===== src/rtl/immediate_encoder.sv =====
// Splits a signed byte into 2-bit immediates: one chunk when the value fits in
// two bits (-2..1), otherwise four chunks sent MSB-first, with valid/ready handshakes.
module immediate_encoder #(
   parameter int COUNT_W = 8
) (
   input  logic               clk,
   input  logic               reset,
   input  logic [7:0]         value,
   input  logic               in_valid,
   output logic               in_ready,
   output logic [1:0]         immediate,
   output logic               imm_valid,
   output logic               imm_last,
   output logic               imm_short,
   input  logic               out_ready,
   output logic [COUNT_W-1:0] long_count
);

   typedef enum logic [1:0] {IDLE, SHORT, LONG} state_t;

   state_t               state_q, state_d;
   logic [7:0]           hold_q, hold_d;
   logic [1:0]           idx_q, idx_d;
   logic [1:0]           imm_q, imm_d;
   logic                 last_q, last_d;
   logic                 short_q, short_d;
   logic                 ready_q, ready_d;
   logic                 valid_q, valid_d;
   logic [COUNT_W-1:0]   cnt_q, cnt_d;
   logic                 is_short;

   function automatic logic [1:0] chunk_sel(input logic [7:0] w, input logic [1:0] idx);
      logic [1:0] c;
      case (idx)
         2'd0:    c = w[7:6];
         2'd1:    c = w[5:4];
         2'd2:    c = w[3:2];
         default: c = w[1:0];
      endcase
      return c;
   endfunction

   function automatic logic [COUNT_W-1:0] sat_inc(input logic [COUNT_W-1:0] c);
      return (&c) ? c : c + COUNT_W'(1);
   endfunction

   // A value fits one chunk when bits [7:1] are pure sign extension of bit 1
   assign is_short = (&value[7:1]) | ~(|value[7:1]);

   always_comb begin
      state_d = state_q;
      hold_d  = hold_q;
      idx_d   = idx_q;
      imm_d   = imm_q;
      last_d  = last_q;
      short_d = short_q;
      ready_d = ready_q;
      valid_d = valid_q;
      cnt_d   = cnt_q;
      case (state_q)
         IDLE: begin
            if (in_valid) begin
               ready_d = 1'b0;
               valid_d = 1'b1;
               if (is_short) begin
                  state_d = SHORT;
                  imm_d   = value[1:0];
                  last_d  = 1'b1;
                  short_d = 1'b1;
               end else begin
                  state_d = LONG;
                  hold_d  = value;
                  idx_d   = 2'd0;
                  imm_d   = value[7:6];
                  last_d  = 1'b0;
                  short_d = 1'b0;
                  cnt_d   = sat_inc(cnt_q);
               end
            end
         end
         SHORT: begin
            if (out_ready) begin
               state_d = IDLE;
               imm_d   = 2'b00;
               last_d  = 1'b0;
               short_d = 1'b0;
               valid_d = 1'b0;
               ready_d = 1'b1;
            end
         end
         LONG: begin
            if (out_ready) begin
               if (idx_q == 2'd3) begin
                  state_d = IDLE;
                  idx_d   = 2'd0;
                  imm_d   = 2'b00;
                  last_d  = 1'b0;
                  valid_d = 1'b0;
                  ready_d = 1'b1;
               end else begin
                  idx_d  = idx_q + 2'd1;
                  imm_d  = chunk_sel(hold_q, idx_q + 2'd1);
                  last_d = (idx_q == 2'd2);
               end
            end
         end
         default: begin
            state_d = IDLE;
            ready_d = 1'b1;
            valid_d = 1'b0;
         end
      endcase
   end

   always_ff @(posedge clk or posedge reset) begin
      if (reset) begin
         state_q <= IDLE;
         hold_q  <= 8'h00;
         idx_q   <= 2'd0;
         imm_q   <= 2'b00;
         last_q  <= 1'b0;
         short_q <= 1'b0;
         ready_q <= 1'b1;
         valid_q <= 1'b0;
         cnt_q   <= '0;
      end else begin
         state_q <= state_d;
         hold_q  <= hold_d;
         idx_q   <= idx_d;
         imm_q   <= imm_d;
         last_q  <= last_d;
         short_q <= short_d;
         ready_q <= ready_d;
         valid_q <= valid_d;
         cnt_q   <= cnt_d;
      end
   end

   assign in_ready   = ready_q;
   assign imm_valid  = valid_q;
   assign immediate  = imm_q;
   assign imm_last   = last_q;
   assign imm_short  = short_q;
   assign long_count = cnt_q;

endmodule

===== config.mk =====
export PLATFORM = sky130hd
export DESIGN_NAME = immediate_encoder
export DESIGN_NICKNAME = d
export VERILOG_FILES = /design/src/rtl/immediate_encoder.sv
export SDC_FILE = /design/constraint.sdc
export NUM_CORES = 1
export LEC_CHECK = 0
export ABC_CLOCK_PERIOD_IN_PS = 3690
export BUFFER_PORTS_ARGS = -buffer_cell sky130_fd_sc_hd__buf_4
export CELL_PAD_IN_SITES_DETAIL_PLACEMENT = 1
export CELL_PAD_IN_SITES_GLOBAL_PLACEMENT = 2
export CORE_MARGIN = 2
export CORE_UTILIZATION = 30
export CTS_BUF_LIST = sky130_fd_sc_hd__clkbuf_4
export CTS_CLUSTER_DIAMETER = 80
export CTS_CLUSTER_SIZE = 20
export DETAILED_ROUTE_END_ITERATION = 6
export GPL_ROUTABILITY_DRIVEN = 1
export PLACE_DENSITY = 0.68
export REMOVE_ABC_BUFFERS = 1
export SLEW_MARGIN = 5
export SYNTH_ARGS = -nofsm -noshare
export SYNTH_HDL_FRONTEND = slang
export SYNTH_SLANG_ARGS = --single-unit

===== constraint.sdc =====
create_clock -name clk -period 3.69 [get_ports clk]
set_input_delay 0.1845 -clock clk [delete_from_list [all_inputs] [get_ports clk]]
set_output_delay 0.1845 -clock clk [all_outputs]
set_load 0.01 [all_outputs]

Word-level counts from Yosys, hierarchy flattened
Index checks and enable logic that the tools add are counted.
{"block": "totals", "regBits": 26, "inputBits": 12, "output_inout_bits": 14, "elab_cells": 73}
{"block": "classes", "add_sub_neg": 2, "n_eq_ne": 11, "mux": 33, "bitwise": 4, "reduce_logical": 14}
{"operator": "2-bit 2-to-1 mux", "n": 13}
{"operator": "2-bit one-hot mux with 3 select lines", "n": 3}
{"operator": "4-bit AND reduction", "n": 4}
{"operator": "1-bit 2-to-1 mux", "n": 12}
{"operator": "2-bit inequality test, second input constant", "n": 5}
{"operator": "1-bit one-hot mux with 3 select lines", "n": 3}
{"operator": "8-bit by 1-bit adder with 8-bit output, second input constant", "n": 1}
{"operator": "2-bit == test, second input constant", "n": 4}
{"operator": "8-bit AND reduction", "n": 1}
{"operator": "7-bit AND reduction", "n": 1}
{"operator": "7-bit OR reduction", "n": 1}
{"operator": "3-bit AND reduction", "n": 2}
{"operator": "2-bit by 1-bit == test with 1-bit output, second input constant", "n": 2}
{"operator": "2-bit logical NOT", "n": 2}
{"operator": "2-bit one-hot mux with 2 select lines", "n": 1}
{"operator": "2-bit nonzero test", "n": 2}
{"operator": "1-bit inverter", "n": 3}
{"operator": "3-bit nonzero test", "n": 1}
{"operator": "2-bit by 1-bit adder with 2-bit output, second input constant", "n": 1}
{"operator": "1-bit one-hot mux with 2 select lines", "n": 1}
{"operator": "1-bit bitwise OR", "n": 1}

Longest topological paths before layout
{"block": "depth", "depth_word": 6, "depth_mapped": 8, "ltp_nobuf": 7}

Worst setup path after synthesis
No wires, ideal clock.
{"block": "synth_timing", "path_kind": "register to register", "from": "reg state_q[0]", "to": "reg idx_q[0]", "setup_time_ps": 126, "arrival_ps": 1719, "required_time_ps": 3564, "slack_ps": 1845, "stages_incl_launch_ff": 9, "path_buffers": 1, "period_less_slack_ps": 1845, "cell_sequence": "dfrtp_1 inv_1 ha_1 clkbuf_1 nor2b_1 a21oi_1 and3_1 o21a_1 a221o_1"}
{"block": "synth_between", "elab_chain_cells": 3, "elab_cells_between_ends": 8, "classes_between": "eq/ne: 4; mux: 1; reduce/logical: 3"}
{"item": "start, declared", "line": "21", "source": "state_t state_q, state_d;"}
{"item": "start signal, assigned", "line": "127", "source": "state_q <= state_d;"}
{"item": "2-bit == test or 2-bit logical NOT (tied branches)", "line": "60", "source": "case (state_q)"}
{"item": "2-bit inequality test (no source line) or 2-bit nonzero test (tied branches)"}
{"item": "4-bit AND reduction (no source line)"}
{"item": "end signal, assigned", "line": "129", "source": "idx_q <= idx_d;"}
{"item": "end, declared", "line": "23", "source": "logic [1:0] idx_q, idx_d;"}
Parallel ways exist; a longest one is shown, timed or not.
A chain may end at the register's enable or synchronous reset.

Final worst setup path
{"block": "layout_timing", "from": "reg state_q[1]", "to": "reg idx_q[0]"}
Same word-level chain as after synthesis.

==> impl_metrics.py <==
metrics = {
    "timing": {
        "fin_tns_setup_ns": 0,
        "finClkSkew_ns": 0.0167,
        "rsz0062_at_grt": "false",
        "fmax_mhz": 502,
        "tightestPinTransition_ns": 1.02,
        "fin_ws_ns": 1.70,
        "hold_viol": 0,
        "drv_slew": 0,
        "period_share": 0.540,
        "max_slew_margin": 0.322,
        "setup_viol": 0,
        "whs_ns": 0.0704,
        "min_period_ns": 1.99,
    },
    "power_and_ir_drop": {
        "power.net_switching_uw": 493,
        "internal_power_uw": 773,
        "combPwrFrac": 0.481,
        "leakage_uw": 0.000825,
        "pwr-share-clk": 0.108,
        "power_frac_seq": 0.411,
        "ir_drop_v": 0.000239,
        "power_density_nw_per_um2": 732,
        "switching_share": 0.390,
    },
    "die": {
        "dieArea_sq_um": 5410,
        "fp.dieH_um": 73.6,
        "io_pins": 26,
        "rows": 25,
        "core_sq_um": 4690,
        "start_util": 0.310,
        "fp.dieW_um": 73.6,
    },
    "cts": {
        "cts_max_level": 1,
        "cts.sinks": 26,
        "clkLatencyLatePin_ns": 0.32,
        "cts_resized": 0,
        "cts_buffers": 3,
        "cts_buffer_depth": 2,
        "clockRootBuffer": "clkbuf_4",
        "clkSlewWorstSetupHoldPaths_ns": 0.16,
        "post_cts.repair.setup_buffers": 0,
        "cts_tree": "done",
        "cts_hold_buf": 0,
    },
    "drt": {
        "dr.first_iter.drc_count": 32,
        "post-route-drc-count": 0,
        "wl_met2_um": 1500,
        "drt_wl_total_um": 3230,
        "met3_length_um": 63,
        "post_drt_via_cell_ratio": 5.00,
        "vias": 1084,
        "top_layer": "met4",
        "firstDrtPassIters": 4,
        "drt-met1-wl_um": 1640,
        "post_drt_wl_per_cell_um": 14.9,
        "route.antenna.remaining_nets": 0,
    },
    "global_route": {
        "gr-total-overflow": 0,
        "grt_pass1_wl_um": 5440,
        "first_global_vias": 1145,
        "antenna_found_initial": 0,
        "grt_use_total": 0.129,
        "grt_max_degree": 27,
    },
    "worst_setup_path": {
        "critPathKind": "register to register",
        "worstPathArrival_ns": 2.22,
        "path_max_fanout": 9,
        "reg2reg_slack_ns": 1.70,
        "r2r-start": "state_q[1]$_DFFE_PP0P_",
        "start_kind": "register",
        "cp-endpoint": "idx_q[0]$_DFFE_PP0P_",
        "worstPathRequired_ns": 3.92,
        "endpoint_kind": "register",
        "reg2reg_depth": 7,
        "cp-startpoint": "state_q[1]$_DFFE_PP0P_",
        "r2r-end": "idx_q[0]$_DFFE_PP0P_",
    },
    "layout": {
        "n_antenna_cell": 0,
        "fin_nets": 187,
        "fin_util": 0.369,
        "fillCellCount": 548,
        "multi_input_area_sq_um": 752,
        "seq_area_sq_um": 652,
        "drive_gt1_frac": 0.264,
        "area_delta_synth_final_pct": 19.1,
    },
    "synthesis": {
        "syn_inst": 135,
        "yosys_warnings": 0,
        "synth_cell_type_count": 36,
        "syn_area_per_cell_sq_um": 10.8,
        "seq_area_frac_synth": 0.449,
        "netlist_area_sq_um": 1450,
        "synth_seq_cells": 26,
    },
    "placed_design": {
        "dp_slack_ns": 1.70,
        "hpwlAfterDp_um": 2480,
        "place_congestion": 0.741,
        "io_buffer_count": 25,
    },
    "min_path": {
        "hp-class": "input port to register",
    },
    "flow_run": {
        "maxCapViolations": 0,
    },
    "outcome": {
        "status": "finished, final reports clean",
    },
}
-- cells by family (layout without fill, tap and decap cells) --
family,Yosys count,after routing,share of synthesized area
compound gates,24,24,0.109
buf+inv,11,39,0.0336
flops,26,26,0.449
simple gates,46,46,0.182
xor+xnor,6,6,0.0362
mux,11,11,0.0965
fa+ha+maj,11,11,0.0947
-- cell type report --
cell class / count / area share
flip-flops and latches: 26 / 0.377
multi-input cells: 98 / 0.435
clock buffers: 4 / 0.0174
repair buffers: 26 / 0.113
well taps: 54 / 0.0390
inverters: 9 / 0.0195
-- Yosys cell counts --
cell	instances	area, sq um
or4_4	1	11.3
dfrtp_1	25	626
clkbuf_1	1	3.75
a22oi_1	1	7.51
nor2b_1	2	12.5
nor2_1	8	30.0
o211ai_1	1	7.51
mux2_2	4	45.0
inv_1	9	33.8
mux2_4	5	75.1
nand2b_1	2	12.5
nand3b_1	2	15.0
a21oi_1	4	20.0
a221o_1	2	20.0
nor4b_1	1	8.76
xnor2_1	5	43.8
o21ai_1	1	5.00
buf_6	1	11.3
nor3_2	1	10.0
nor4_4	1	21.3
and4_1	1	8.76
and3_1	5	31.3
nand2_1	11	41.3
o21a_1	3	22.5
dfstp_2	1	26.3
o21ai_0	8	40.0
nor3_1	1	5.00
ha_1	11	138
o31ai_1	1	7.51
mux2i_1	2	20.0
a2bb2oi_1	1	8.76
a221oi_1	1	8.76
nand3_1	5	25.0
nand4_1	5	31.3
xor2_1	1	8.76
a222oi_1	1	10.0
-- power groups by stage --
stage                     Combinational [uW]  Sequential [uW]  Clock [uW]
final                                    609              520         137
after global routing                     679              538         156
after CTS                                621              520         147
after detailed placement                 617              525           0
after global placement                   605              521           0
after floorplan                          388              525           0
-- per-layer routing --
metal,up-vias,track usage
li1,538,-
met1,532,0.179
met2,12,0.209
met3,2,0.0178
met4,0,0.0364
met5,-,0
-- worst min path at each step --
stage | startpoint | endpoint | slack, ns | cells past startpoint
floorplan | reset | hold_q[0]$_DFFE_PP0P_ | 0.22 | 1
global placement | value[0] | hold_q[0]$_DFFE_PP0P_ | 0.39 | 3
detailed placement | value[0] | hold_q[0]$_DFFE_PP0P_ | 0.42 | 3
global route | value[3] | hold_q[3]$_DFFE_PP0P_ | 0.08 | 2
finish | value[0] | hold_q[0]$_DFFE_PP0P_ | 0.07 | 3
CTS | value[0] | hold_q[0]$_DFFE_PP0P_ | 0.06 | 3
-- critical path: stages, from the launching register on --
cell and delay (ns):
dfrtp_1 0.45, inv_1 0.10, ha_1 0.33, nor2b_1 0.25
a21oi_1 0.11, and3_1 0.23, o21a_1 0.19, a221o_1 0.25
-- stage by stage --
| stage | total power [uW] | cells | cell area (sq um) |
|---|---|---|---|
| finish | 1270 | 217 | 1730 |
| global placement | 1130 | 213 | 1700 |
| detailed placement | 1140 | 213 | 1700 |
| CTS | 1290 | 217 | 1730 |
| global route | 1370 | 217 | 1730 |
| floorplan | 913 | 133 | 1440 |
-- sequential cells by signal, indices dropped and copies added, names as in the netlist --
signal / count
idx_q: 2
imm_last: 1
hold_q: 8
long_count: 8
imm_valid: 1
immediate: 2
imm_short: 1
state_q: 2
in_ready: 1
-- layout by cell type (no fill, tap or decap), types with 2 or more instances in the layout --
cell type / count
buf_4: 26
dfrtp_1: 25
nand2_1: 11
ha_1: 11
inv_1: 9
nor2_1: 8
o21ai_0: 8
nand4_1: 5
and3_1: 5
nand3_1: 5
xnor2_1: 5
mux2_4: 5
a21oi_1: 4
mux2_2: 4
clkbuf_4: 4
o21a_1: 3
nor2b_1: 2
nand3b_1: 2
nand2b_1: 2
a221o_1: 2
mux2i_1: 2
Power figures use the tool's default switching activity.
